==> config.mk <==
export PLATFORM = sky130hd
export DESIGN_NAME = issue_scoreboard
export DESIGN_NICKNAME = d
export VERILOG_FILES = /design/src/rtl/issue_scoreboard.sv
export SDC_FILE = /design/constraint.sdc
export NUM_CORES = 1
export LEC_CHECK = 0
export BUFFER_PORTS_ARGS = -buffer_cell sky130_fd_sc_hd__buf_2
export CAP_MARGIN = 5
export CORE_ASPECT_RATIO = 0.6
export CORE_MARGIN = 3
export CORE_UTILIZATION = 50
export CTS_CLUSTER_SIZE = 20
export DETAILED_ROUTE_END_ITERATION = 7
export GPL_TIMING_DRIVEN = 0
export PLACE_DENSITY_LB_ADDON = 0.3
export SYNTH_ARGS = -nofsm -noshare
export SYNTH_HDL_FRONTEND = slang
export SYNTH_SLANG_ARGS = --single-unit
==> constraint.sdc <==
create_clock -name clk -period 3 [get_ports clk]
set_clock_uncertainty 0.05 [all_clocks]
set_input_delay 0.45 -clock clk [delete_from_list [all_inputs] [get_ports clk]]
set_output_delay 0.45 -clock clk [all_outputs]
set_load 0.05 [all_outputs]
==> src/rtl/issue_scoreboard.sv <==
// Issue controller between ID and EX: load-writeback scoreboard, RAW/WAW stall, FENCE drain, redirect flush.
// Latency: id_ready/issue/flush are combinational in the same cycle; scoreboard and counter update at the clock edge.
// Backpressure: id_ready drops on hazard, full load tracker, pending fence, DRAIN/REDIRECT or redirect; optional SB_BYPASS_EN lets a same-cycle lsu_done release the stall.
module issue_scoreboard #(
  parameter int NUM_REGS  = 32,
  parameter int MAX_LOADS = 4,
  localparam int LW       = $clog2(MAX_LOADS + 1)
) (
  input  logic                clk,
  input  logic                rst,
  input  logic                id_valid,
  input  logic [4:0]          id_rs1,
  input  logic [4:0]          id_rs2,
  input  logic [4:0]          id_rd,
  input  logic                id_uses_rs1,
  input  logic                id_uses_rs2,
  input  logic                id_writes_rd,
  input  logic                id_is_load,
  input  logic                id_is_fence,
  output logic                id_ready,
  output logic                issue,
  input  logic                lsu_done,
  input  logic [4:0]          lsu_rd,
  input  logic                ex_redirect,
  output logic                flush_if,
  output logic                flush_id,
  output logic [NUM_REGS-1:0] busy_vec,
  output logic [LW-1:0]       loads_out,
  output logic                sb_err
);

  typedef enum logic [1:0] {RUN = 2'd0, DRAIN = 2'd1, REDIRECT = 2'd2} state_t;

  state_t              state_q, state_d;
  logic [NUM_REGS-1:0] busy_q, busy_d;
  logic [LW-1:0]       loads_q, loads_d;
  logic                sb_err_q, sb_err_d;

  logic [NUM_REGS-1:0] busy_eff;
  logic [LW-1:0]       loads_eff;
  logic                haz1, haz2, waw, full, fence_wait, err_ev;

  // View of the scoreboard used for hazard checks (optionally including a same-cycle completion)
  always_comb begin
    busy_eff  = busy_q;
    loads_eff = loads_q;
`ifdef SB_BYPASS_EN
    if (lsu_done) begin
      busy_eff[lsu_rd] = 1'b0;
      if (loads_q != '0) loads_eff = loads_q - LW'(1);
    end
`endif
  end

  // Hazard terms, ready/issue and redirect flushes
  always_comb begin
    haz1       = id_uses_rs1 && (id_rs1 != 5'd0) && busy_eff[id_rs1];
    haz2       = id_uses_rs2 && (id_rs2 != 5'd0) && busy_eff[id_rs2];
    waw        = id_writes_rd && (id_rd != 5'd0) && busy_eff[id_rd];
    full       = id_is_load && (loads_eff == LW'(MAX_LOADS));
    fence_wait = id_is_fence && (loads_eff != '0);
    id_ready   = !rst && (state_q == RUN) && !ex_redirect &&
                 !(haz1 || haz2 || waw || full || fence_wait);
    issue      = id_valid && id_ready;
    flush_if   = ex_redirect;
    flush_id   = ex_redirect;
  end

  // Scoreboard, in-flight counter and sticky protocol error; a set beats a clear on the same register
  always_comb begin
    busy_d   = busy_q;
    loads_d  = loads_q;
    err_ev   = lsu_done && ((loads_q == '0) || ((lsu_rd != 5'd0) && !busy_q[lsu_rd]));
    sb_err_d = sb_err_q || err_ev;
    // A completion with nothing in flight is ignored apart from raising the error.
    if (lsu_done && (loads_q != '0)) begin
      busy_d[lsu_rd] = 1'b0;
      loads_d        = loads_d - LW'(1);
    end
    if (issue && id_is_load) begin
      loads_d = loads_d + LW'(1);
      if (id_writes_rd && (id_rd != 5'd0)) busy_d[id_rd] = 1'b1;
    end
    busy_d[0] = 1'b0;
  end

  // Next-state logic: redirect overrides everything, drain waits for the counter to empty
  always_comb begin
    state_d = state_q;
    unique case (state_q)
      RUN:      if (id_valid && fence_wait) state_d = DRAIN;
      DRAIN:    if (loads_d == '0) state_d = RUN;
      REDIRECT: state_d = RUN;
      default:  state_d = RUN;
    endcase
    if (ex_redirect) state_d = REDIRECT;
  end

  // State registers with synchronous reset
  always_ff @(posedge clk) begin
    if (rst) begin
      state_q  <= RUN;
      busy_q   <= '0;
      loads_q  <= '0;
      sb_err_q <= 1'b0;
    end else begin
      state_q  <= state_d;
      busy_q   <= busy_d;
      loads_q  <= loads_d;
      sb_err_q <= sb_err_d;
    end
  end

  assign busy_vec  = busy_q;
  assign loads_out = loads_q;
  assign sb_err    = sb_err_q;

endmodule

==> run metrics, run 1 <==
Worst Path Required 2.50 ns; Worst Setup EP issue; Max-Cap Viols 0; worst-path fanout max 11; core footprint 5780 um2; GRT Total Usage 0.310; ANT nets after route 0; Yosys reg bits 37; largest net degree at the start of global routing 15; worst-margin pin slew 1.10 ns; Worst Setup SP busy_vec[17]; clock latency at the later pin of the worst-skew pair around 0.3 ns; f_max 346 MHz; CTS sink count 37; # fillers 520; Syn Inst Count 340; clk buf depth 2; CTS tree yes; # diodes 0; Worst EP arrival around 2.4 ns; vias in the first global route 2992; Clock transition at path regs ~0.080 ns; first-pass GRT wire length 16700 um; Synth area leaders dfxtp_1 24%, mux4_2 10%, mux2i_1 8.0%; path depth of the worst reg2reg path 9; chip height between 60 and 70 um; RR Endpoint busy_vec[26]; Die Area roughly 7200 um2; Initial DRC Count 392; register area share after synthesis 0.238; vias per cell 6.66; drt wl/cell 22.2 um; Reg-to-Reg Start busy_vec[17]; Final Instance Count excl. Fillers 497; cell leakage power 1.56 nW; Pwr Total 1.52 mW; Async SR Flop Fraction 0; critical path type flop to output pin; share of layout cells above drive strength 1 0.398; Post-Route Utilization 0.654; Initial Util 0.538; yosys warns 0; Port Buffer Count 60; WL final 11000 um; H-tree levels 2; Die Wd 108 um; Synth top area share 0.238; clock root cell clkbuf_8; Layout Nets 449; Hold Path Class primary input to flop; area grow syn2layout 21.5%; routability cong. between 0.9 and 1; I/O pins 70; Slew headroom 0.262; # rows 21; Fin. Hold Viols 0; drt pass-1 iters 5; placed insts 480; Final setup violation count 0; Setup crit end kind output pin; Power Density ~400 nW/um2; Hold WS roughly 0.34 ns; syn_nets ~370; minimum clock period 2.89 ns; Main synth FF type dfxtp_1; status completed; worst IR drop on VDD 228 uV; total CTS buffers 5; DR vias about 3300; Post-synth EDFFs 0; antenna violations before repair 0; Cell variety after synth between 60 and 70; hold path depth 2; CTS Hold Bufs 0; area of the multi-input gates 2180 um2; cell area after synthesis 3110 um2; hold wc startpoint ex_redirect; Reg area 811 um2; RSZ-0062 raised after global routing false; startpoint types flop; Slew Limit Fails 0; reg2reg setup slack 0.58 ns; Mapped Avg Cell Area 9.15 um2; Detailed Place HPWL 8120 um; area leader, netlist dfxtp_1; post-route DRC violation count 0; GRT overflow 0; Final Cycle Share 0.964
[power by group]
| group | internal, mW | switching, mW | total (mW) | leakage [nW] |
|---|---|---|---|---|
| clock | 0.168 | 0.205 | 0.373 | 0.0447 |
| sequential | 0.503 | 0.0276 | 0.531 | 0.319 |
| combinational | 0.215 | 0.398 | 0.613 | 1.19 |
[synthesized netlist by cell type (3+ instances only)]
library cell / instances
buf_6: 4
buf_2: 8
mux4_1: 7
nor2b_1: 6
nand2_1: 39
nand4_1: 6
nor4_1: 3
a31o_2: 5
nand3_1: 6
a22oi_1: 4
mux2i_1: 25
a21oi_1: 27
nand3b_1: 4
inv_1: 10
and2_1: 6
mux2_1: 3
nor2_1: 14
ha_1: 3
and3_1: 6
a31o_1: 22
dfxtp_1: 37
clkbuf_1: 6
o221ai_1: 4
nor3b_1: 3
buf_4: 3
mux4_2: 14
buf_1: 6
nand2b_1: 4
nor3_1: 8
o21ai_0: 7
or3b_1: 3
[worst min path at each step]
stage,endpoint
after detailed placement,state_q[0]
after global placement,state_q[0]
after global routing,state_q[0]
after CTS,state_q[0]
after floorplan,state_q[0]
final,state_q[0]
[per-stage QoR]
stage	worst slack (ns)	TNS (ns)	instance area, um2
floorplan	0.0573	0	3110
global placement	-0.279	-0.433	3510
detailed placement	-0.313	-0.502	3510
CTS	0.0384	0	3710
global route	0.0442	0	3780
finish	0.108	0	3780
[worst max-delay path: stages (launching register included)]
cell     delay [ns]
dfxtp_2        0.37
mux4_1         0.51
mux2i_1        0.16
mux2i_1        0.12
a31oi_2        0.26
and3_1         0.21
buf_6          0.16
and2_4         0.16
buf_8          0.14
[final cells by class]
class	count	share of cell area
Clock inverter	3	0.00662
Sequential cell	37	0.215
Buffer	28	0.0450
Inverter	11	0.0109
Tap cell	80	0.0265
Timing Repair Buffer	70	0.102
Clock buffer	5	0.0182
Multi-Input combinational cell	263	0.576
[flip-flops by register name (all words and copies together), names as in the netlist]
| name | flops |
|---|---|
| loads_out | 3 |
| sb_err | 1 |
| busy_vec | 31 |
| state_q | 2 |
[placed cells by master (no fill, tap or decap), drive strengths merged, types with 4 or more instances in the layout]
cell / synthesis / layout
buf: 23 / 92
nand3: 6 / 6
inv: 10 / 11
dfxtp: 37 / 37
o21ai: 7 / 7
nor3: 8 / 8
nor2b: 6 / 6
o221ai: 4 / 4
nand2: 39 / 39
a31o: 27 / 27
clkbuf: 6 / 11
nand4: 6 / 6
nand2b: 4 / 4
a21oi: 27 / 27
mux2i: 25 / 25
nor2: 14 / 14
and2: 6 / 6
mux4: 21 / 21
and3: 6 / 6
nand3b: 4 / 4
a22oi: 4 / 4
[per-layer routing]
layer | vias up | track usage | share of wire
li1 | 1459 | - | -
met1 | 1589 | 0.452 | 0.43
met2 | 243 | 0.450 | 0.42
met3 | 20 | 0.0862 | 0.14
met4 | 0 | 0.0772 | 0.011
met5 | - | 0 | 0
[cell families (layout without fill, tap and decap cells)]
family / Yosys count / count (layout) / synth area share
simple gates: 118 / 118 / 0.202
compound gates: 89 / 89 / 0.213
mux: 49 / 49 / 0.252
buf+inv: 40 / 117 / 0.0736
flops: 37 / 37 / 0.238
fa+ha+maj: 3 / 3 / 0.0121
xor+xnor: 3 / 3 / 0.00845
other cells: 1 / 1 / 0.00121
[repair_timing]
item                                    4_1_cts  5_1_grt
endpoints found under the setup margin        2        2
buffers inserted                              4        6
pin swaps                                     4        5
resized for setup                            31       35
(Power assumes the default switching activity.)
==> run 2, diff against run 1 <==
--- a/config.mk
+++ b/config.mk
@@ -10,6 +10,7 @@
 export CORE_ASPECT_RATIO = 0.6
 export CORE_MARGIN = 3
 export CORE_UTILIZATION = 50
+export CTS_BUF_LIST = sky130_fd_sc_hd__clkbuf_4
 export CTS_CLUSTER_SIZE = 20
 export DETAILED_ROUTE_END_ITERATION = 7
 export GPL_TIMING_DRIVEN = 0
==> run 2 against run 1 <==
  * Power is 4.0% lower
  * Non-clock buffer count is 10 higher
  * Combinational power is 3.9% higher
  * Count of clock-buffer cells in the layout stayed put
  * Maximum frequency is 1.3% lower
  * Hold slack worse by 0.076 ns
  * Setup slack worse by 0.039 ns
  * Clock power is 21% lower
  * Via count is 0.21% lower
  * First-iteration DRC count is 6.9% higher
  * Critical endpoint unchanged
  * Largest cell class unchanged
==> run metrics, run 2 (synthesis results as in run 1) <==
first-pass GRT wire length 16900 um (+0.78%); Gate power share 0.437 (+0.033); Setup crit end kind output pin; I/O pins 70 (unchanged); Port Buffer Count 60 (unchanged); Final Cycle Share 0.977 (+0.0128); drt wl/cell 22.0 um (-0.92%); Reg area 821 um2 (+1.2%); dpl ws -0.313 ns (unchanged); startpoint types flop; Final setup violation count 0 (unchanged); vias per cell 6.52 (-2.2%); worst path cell trace mux4_1, mux2i_2, a2111oi_2, a31oi_2, and3_1, buf_6, and2_4, buf_8; clock latency at the later pin of the worst-skew pair 0.36 ns (+0.06 ns); GRT Total Usage 0.313 (+0.00302); chip height 67.1 um (unchanged); Fin. Hold Viols 0 (unchanged); WL final 11100 um (+1.1%); DR vias 3304 (-0.21%); switch share 0.434 (+0.0178); area of the multi-input gates 2180 um2 (+0.17%); Max-Cap Viols 0 (unchanged); status completed; Detailed Place HPWL 8120 um (unchanged); Initial DRC Count 419 (+6.9%); Setup TNS Final 0 ns (unchanged); f_max 341 MHz (-1.3%); vias in the first global route 3021 (+0.97%); clock root cell clkbuf_4; Worst EP arrival 2.43 ns (+0.04 ns); minimum clock period 2.93 ns (+0.0385 ns); CP max stage cell mux4_1; CTS Hold Bufs 0 (unchanged); commonest cells after routing, fill and taps aside 67 x buf_2, 39 x nand2_1, 27 x a21oi_1, 24 x mux2i_1, 23 x buf_4; clk buf depth 2 (unchanged); commonest non-fill, non-tap cell in the layout buf_2; Net Sw Power 0.632 mW (+0.16%); Slew headroom 0.245 (-0.0180); critical path type flop to output pin; drt pass-1 iters 5 (unchanged); worst-path fanout max 8 (-3); Slew Limit Fails 0 (unchanged); largest net degree at the start of global routing 15 (unchanged); area grow syn2layout 23.3%; Die Wd 108 um (unchanged); Layout Nets 459 (+2.2%); Power Density 380 nW/um2 (-5.3%); # diodes 0 (unchanged); ANT nets after route 0 (unchanged); # fillers 510 (-1.9%); worst setup margin 0.0699 ns (-0.0385 ns); cell leakage power 1.61 nW (+3.1%); total CTS buffers 5 (unchanged); Die Area 7230 um2 (unchanged); antenna violations before repair 0 (unchanged); GRT overflow 0 (unchanged); Worst Path Required 2.50 ns (about the same); worst-margin pin slew 1.12 ns (+0.0268 ns); worst IR drop on VDD 245 uV (+7.3%); Hold WS 0.263 ns (-0.0758 ns); Internal Dissipation 0.825 mW (-6.9%); H-tree levels 2 (unchanged); Clock transition at path regs 0.13 ns (+0.05 ns); max FFs per register 31 (unchanged); # rows 21 (unchanged); post-route DRC violation count 0 (unchanged); share of power burned in registers 0.361 (+0.011); routability cong. 0.986 (unchanged); Initial Util 0.538 (unchanged); share of layout cells above drive strength 1 0.410 (+0.0118); core footprint 5780 um2 (unchanged); Hold Path Class primary input to flop; slowest stage delay, CP 0.53 ns (+0.02 ns); CTS sink count 37 (unchanged); Clock power frac 0.202 (-0.044); CTS tree yes; RSZ-0062 raised after global routing false
==> run 2: layout make-up <==
cell class | count | area share
Clock buffer | 5 | 0.00979
Clock inverter | 3 | 0.00653
Timing Repair Buffer | 80 | 0.120
Buffer | 28 | 0.0437
Inverter | 11 | 0.0108
Sequential cell | 37 | 0.214
Multi-Input combinational cell | 263 | 0.569
Tap cell | 80 | 0.0261
==> run 2: final timing paths <==
kind,slack [ns],start,endpoint,depth (start not counted)
max,0.07,busy_vec[13],issue,8
min,0.26,ex_redirect,state_q[0],2
max reg2reg,0.52,busy_vec[13],busy_vec[26],10
min reg2reg,0.40,state_q[1],state_q[0],1
==> run 2: per-stage QoR <==
stage,cell area [um2],util,total power [mW],instances
floorplan,3110,-,0.978,340
global placement,3510,0.608,1.12,480
detailed placement,3510,0.608,1.13,480
CTS,3730,0.645,1.45,496
global route,3830,0.663,1.52,507
finish,3830,0.663,1.46,507
==> run 2: repair_timing <==
action,CTS,global route
cloned,0,0
setup endpoints to repair,2,2
gates resized for setup,42,26
pin swaps,6,6
setup buffers,8,12
==> run 2: metal layers <==
metal	vias up	share of wire	routed length (um)	GRT usage
li1	1477	-	-	-
met1	1548	0.42	4690	0.454
met2	256	0.41	4560	0.443
met3	23	0.15	1700	0.107
met4	0	0.018	197	0.0756
met5	-	0	0	0
==> run 2: critical path, delay by kind of cell (launching register included) <==
kind	cells	cell delay, ns
AO/OA/AOI/OAI	2	0.33
flip-flops	1	0.37
AND/OR/NAND/NOR	2	0.36
buffers and inverters	2	0.27
multiplexers	2	0.73
==> run 2: power groups by stage <==
stage                     Clock, mW  Combinational (mW)  Sequential (mW)
after floorplan                   0               0.371            0.607
after global placement            0               0.570            0.547
after detailed placement          0               0.582            0.550
after CTS                     0.294               0.621            0.534
after global routing          0.311               0.680            0.529
final                         0.295               0.637            0.525
==> run 3, diff against run 2 <==
--- a/config.mk
+++ b/config.mk
@@ -15,6 +15,7 @@
 export DETAILED_ROUTE_END_ITERATION = 7
 export GPL_TIMING_DRIVEN = 0
 export PLACE_DENSITY_LB_ADDON = 0.3
+export RECOVER_POWER = 50
 export SYNTH_ARGS = -nofsm -noshare
 export SYNTH_HDL_FRONTEND = slang
 export SYNTH_SLANG_ARGS = --single-unit
==> run 3 against run 2 <==
  * Register-to-register slack hardly changed
  * Non-clock buffer count did not move
  * Maximum frequency hardly changed
  * Via count shrank 0.24%
  * Sequential share of layout area increased by 0.27 points
  * Sequential power barely moved
  * Cell count unchanged
  * Clock power hardly changed
  * Count of clock-buffer cells in the layout unchanged
  * Design area shrank 1.2%
  * Sequential cell count stayed put
  * Combinational power fell by 1%
  * Critical path type unchanged
==> run metrics, run 3 (synthesis results as in run 1) <==
Clock transition at path regs 0.13 ns (about the same); RSZ-0062 raised after global routing false; Final Instance Count excl. Fillers 507 (unchanged); vias per cell 6.50 (-0.24%); clock latency at the later pin of the worst-skew pair 0.37 ns (about the same); Slew Limit Fails 0 (unchanged); reg2reg setup slack 0.52 ns (about the same); Die Wd 108 um (unchanged); minimum clock period 2.93 ns (-0.00265 ns); RR Endpoint busy_vec[26]; Fin. Hold Viols 0 (unchanged); path depth of the worst reg2reg path 10 (unchanged); drt pass-1 iters 5 (unchanged); chip height 67.1 um (unchanged); cell depth of the worst setup path 8 (unchanged); # fillers 527 (+3.3%); max FFs per register 31 (unchanged); DR vias 3296 (-0.24%); Slew headroom 0.296 (+0.0511); Layout Nets 459 (unchanged); worst path buffer plus inverter count 2 (unchanged); H-tree levels 2 (unchanged); worst-path fanout max 8 (unchanged); switch share 0.434 (+0.000678); slowest stage delay, CP 0.53 ns (about the same); Detailed Place HPWL 8120 um (unchanged); worst IR drop on VDD 242 uV (-1.0%); GRT overflow 0 (unchanged); Worst EP arrival 2.43 ns (about the same); I/O pins 70 (unchanged); Worst Path Required 2.50 ns (about the same); CTS tree yes; Internal Dissipation 0.819 mW (-0.72%); first-pass GRT wire length 16900 um (unchanged); largest net degree at the start of global routing 15 (unchanged); commonest cells after routing, fill and taps aside 44 x clkbuf_1, 39 x nand2_1, 29 x buf_2, 27 x a21oi_1, 24 x mux2i_1; placed instance area 3510 um2 (unchanged); share of layout cells above drive strength 1 0.321 (-0.0890); Initial Util 0.538 (unchanged); Gate power share 0.435 (-0.002); Final Cycle Share 0.976 (about the same); antenna violations before repair 0 (unchanged); Worst Setup SP busy_vec[13]; Hold WS 0.296 ns (+0.0329 ns); clock root cell clkbuf_4; Hold Path Class primary input to flop; Pwr Total 1.45 mW (-0.60%); ANT nets after route 0 (unchanged); Power Density 382 nW/um2 (+0.65%); startpoint types flop; Worst Setup EP issue; CTS sink count 37 (unchanged); placed insts 480 (unchanged); share of power burned in registers 0.363 (+0.002); Clock power frac 0.202 (about the same); status completed; worst-margin pin slew 1.05 ns (-0.0761 ns); # diodes 0 (unchanged); Setup crit end kind output pin; Die Area 7230 um2 (unchanged); vias in the first global route 3021 (unchanged); GRT Total Usage 0.313 (unchanged); Final setup violation count 0 (unchanged); Initial DRC Count 443 (+5.7%); drt wl/cell 22.0 um (-0.12%); f_max 342 MHz (about the same); Port Buffer Count 60 (unchanged); area of the multi-input gates 2180 um2 (unchanged); # rows 21 (unchanged); worst path cell trace mux4_1, mux2i_2, a2111oi_2, a31oi_2, and3_1, buf_6, and2_4, buf_8; Post-Route Utilization 0.655 (-0.00823); WL final 11100 um (-0.12%); commonest non-fill, non-tap cell in the layout clkbuf_1; routability cong. 0.986 (unchanged); Net Sw Power 0.629 mW (-0.44%); delay-heaviest family, CP multiplexers; Max-Cap Viols 0 (unchanged); final instance area 3790 um2 (-1.2%); critical path type flop to output pin; cell leakage power 1.45 nW (-10%); core footprint 5780 um2 (unchanged); CP max stage cell mux4_1; post-route DRC violation count 0 (unchanged); total CTS buffers 5 (unchanged); clk buf depth 2 (unchanged); Reg-to-Reg Start busy_vec[13]; Reg area 821 um2 (unchanged); area grow syn2layout 21.7%
-- run 3: routing by layer --
layer	vias to the layer above	part of all wire	global-route usage
li1	1480	-	-
met2	239	0.41	0.443
met5	-	0	0
met1	1551	0.43	0.454
met4	0	0.018	0.0756
met3	26	0.14	0.107
-- run 3: power groups by stage --
| stage | logic [mW] | clock network (mW) | registers, mW |
|---|---|---|---|
| floorplan | 0.371 | 0 | 0.607 |
| global placement | 0.570 | 0 | 0.547 |
| detailed placement | 0.582 | 0 | 0.550 |
| CTS | 0.621 | 0.294 | 0.534 |
| global route | 0.675 | 0.311 | 0.529 |
| finish | 0.630 | 0.293 | 0.525 |
-- run 3: cell type report --
| type | count | share of cell area |
|---|---|---|
| Buffer | 28 | 0.0443 |
| Multi-Input combinational cell | 263 | 0.576 |
| Timing Repair Buffer | 80 | 0.109 |
| Inverter | 11 | 0.0109 |
| Tap cell | 80 | 0.0264 |
| Clock inverter | 3 | 0.00661 |
| Sequential cell | 37 | 0.217 |
| Clock buffer | 5 | 0.00991 |
-- run 3: how the worst min path moves through the flow --
stage                start    endpoint  slack (ns)  cells past startpoint
2_1_floorplan   state_q[1]  state_q[0]        0.35                      1
3_3_place_gp    state_q[1]  state_q[0]        0.38                      1
3_5_place_dp    state_q[1]  state_q[0]        0.38                      1
4_1_cts        ex_redirect  state_q[0]        0.26                      2
5_1_grt                rst  state_q[1]        0.29                      2
6_report               rst      sb_err        0.30                      2
-- run 3: timing repair --
action | 4_1_cts | 5_1_grt
setup buffers | 8 | 12
gates resized for setup | 42 | 26
hold buffers | 0 | 0
endpoints found under the setup margin | 2 | 2
pin swaps | 6 | 6
-- run 3: per-stage QoR --
step | worst slack (ns) | setup TNS, ns
after floorplan | 0.0573 | 0
after global placement | -0.279 | -0.433
after detailed placement | -0.313 | -0.502
after CTS | 0.00000866 | 0
after global routing | 0.0107 | 0
final | 0.0725 | 0
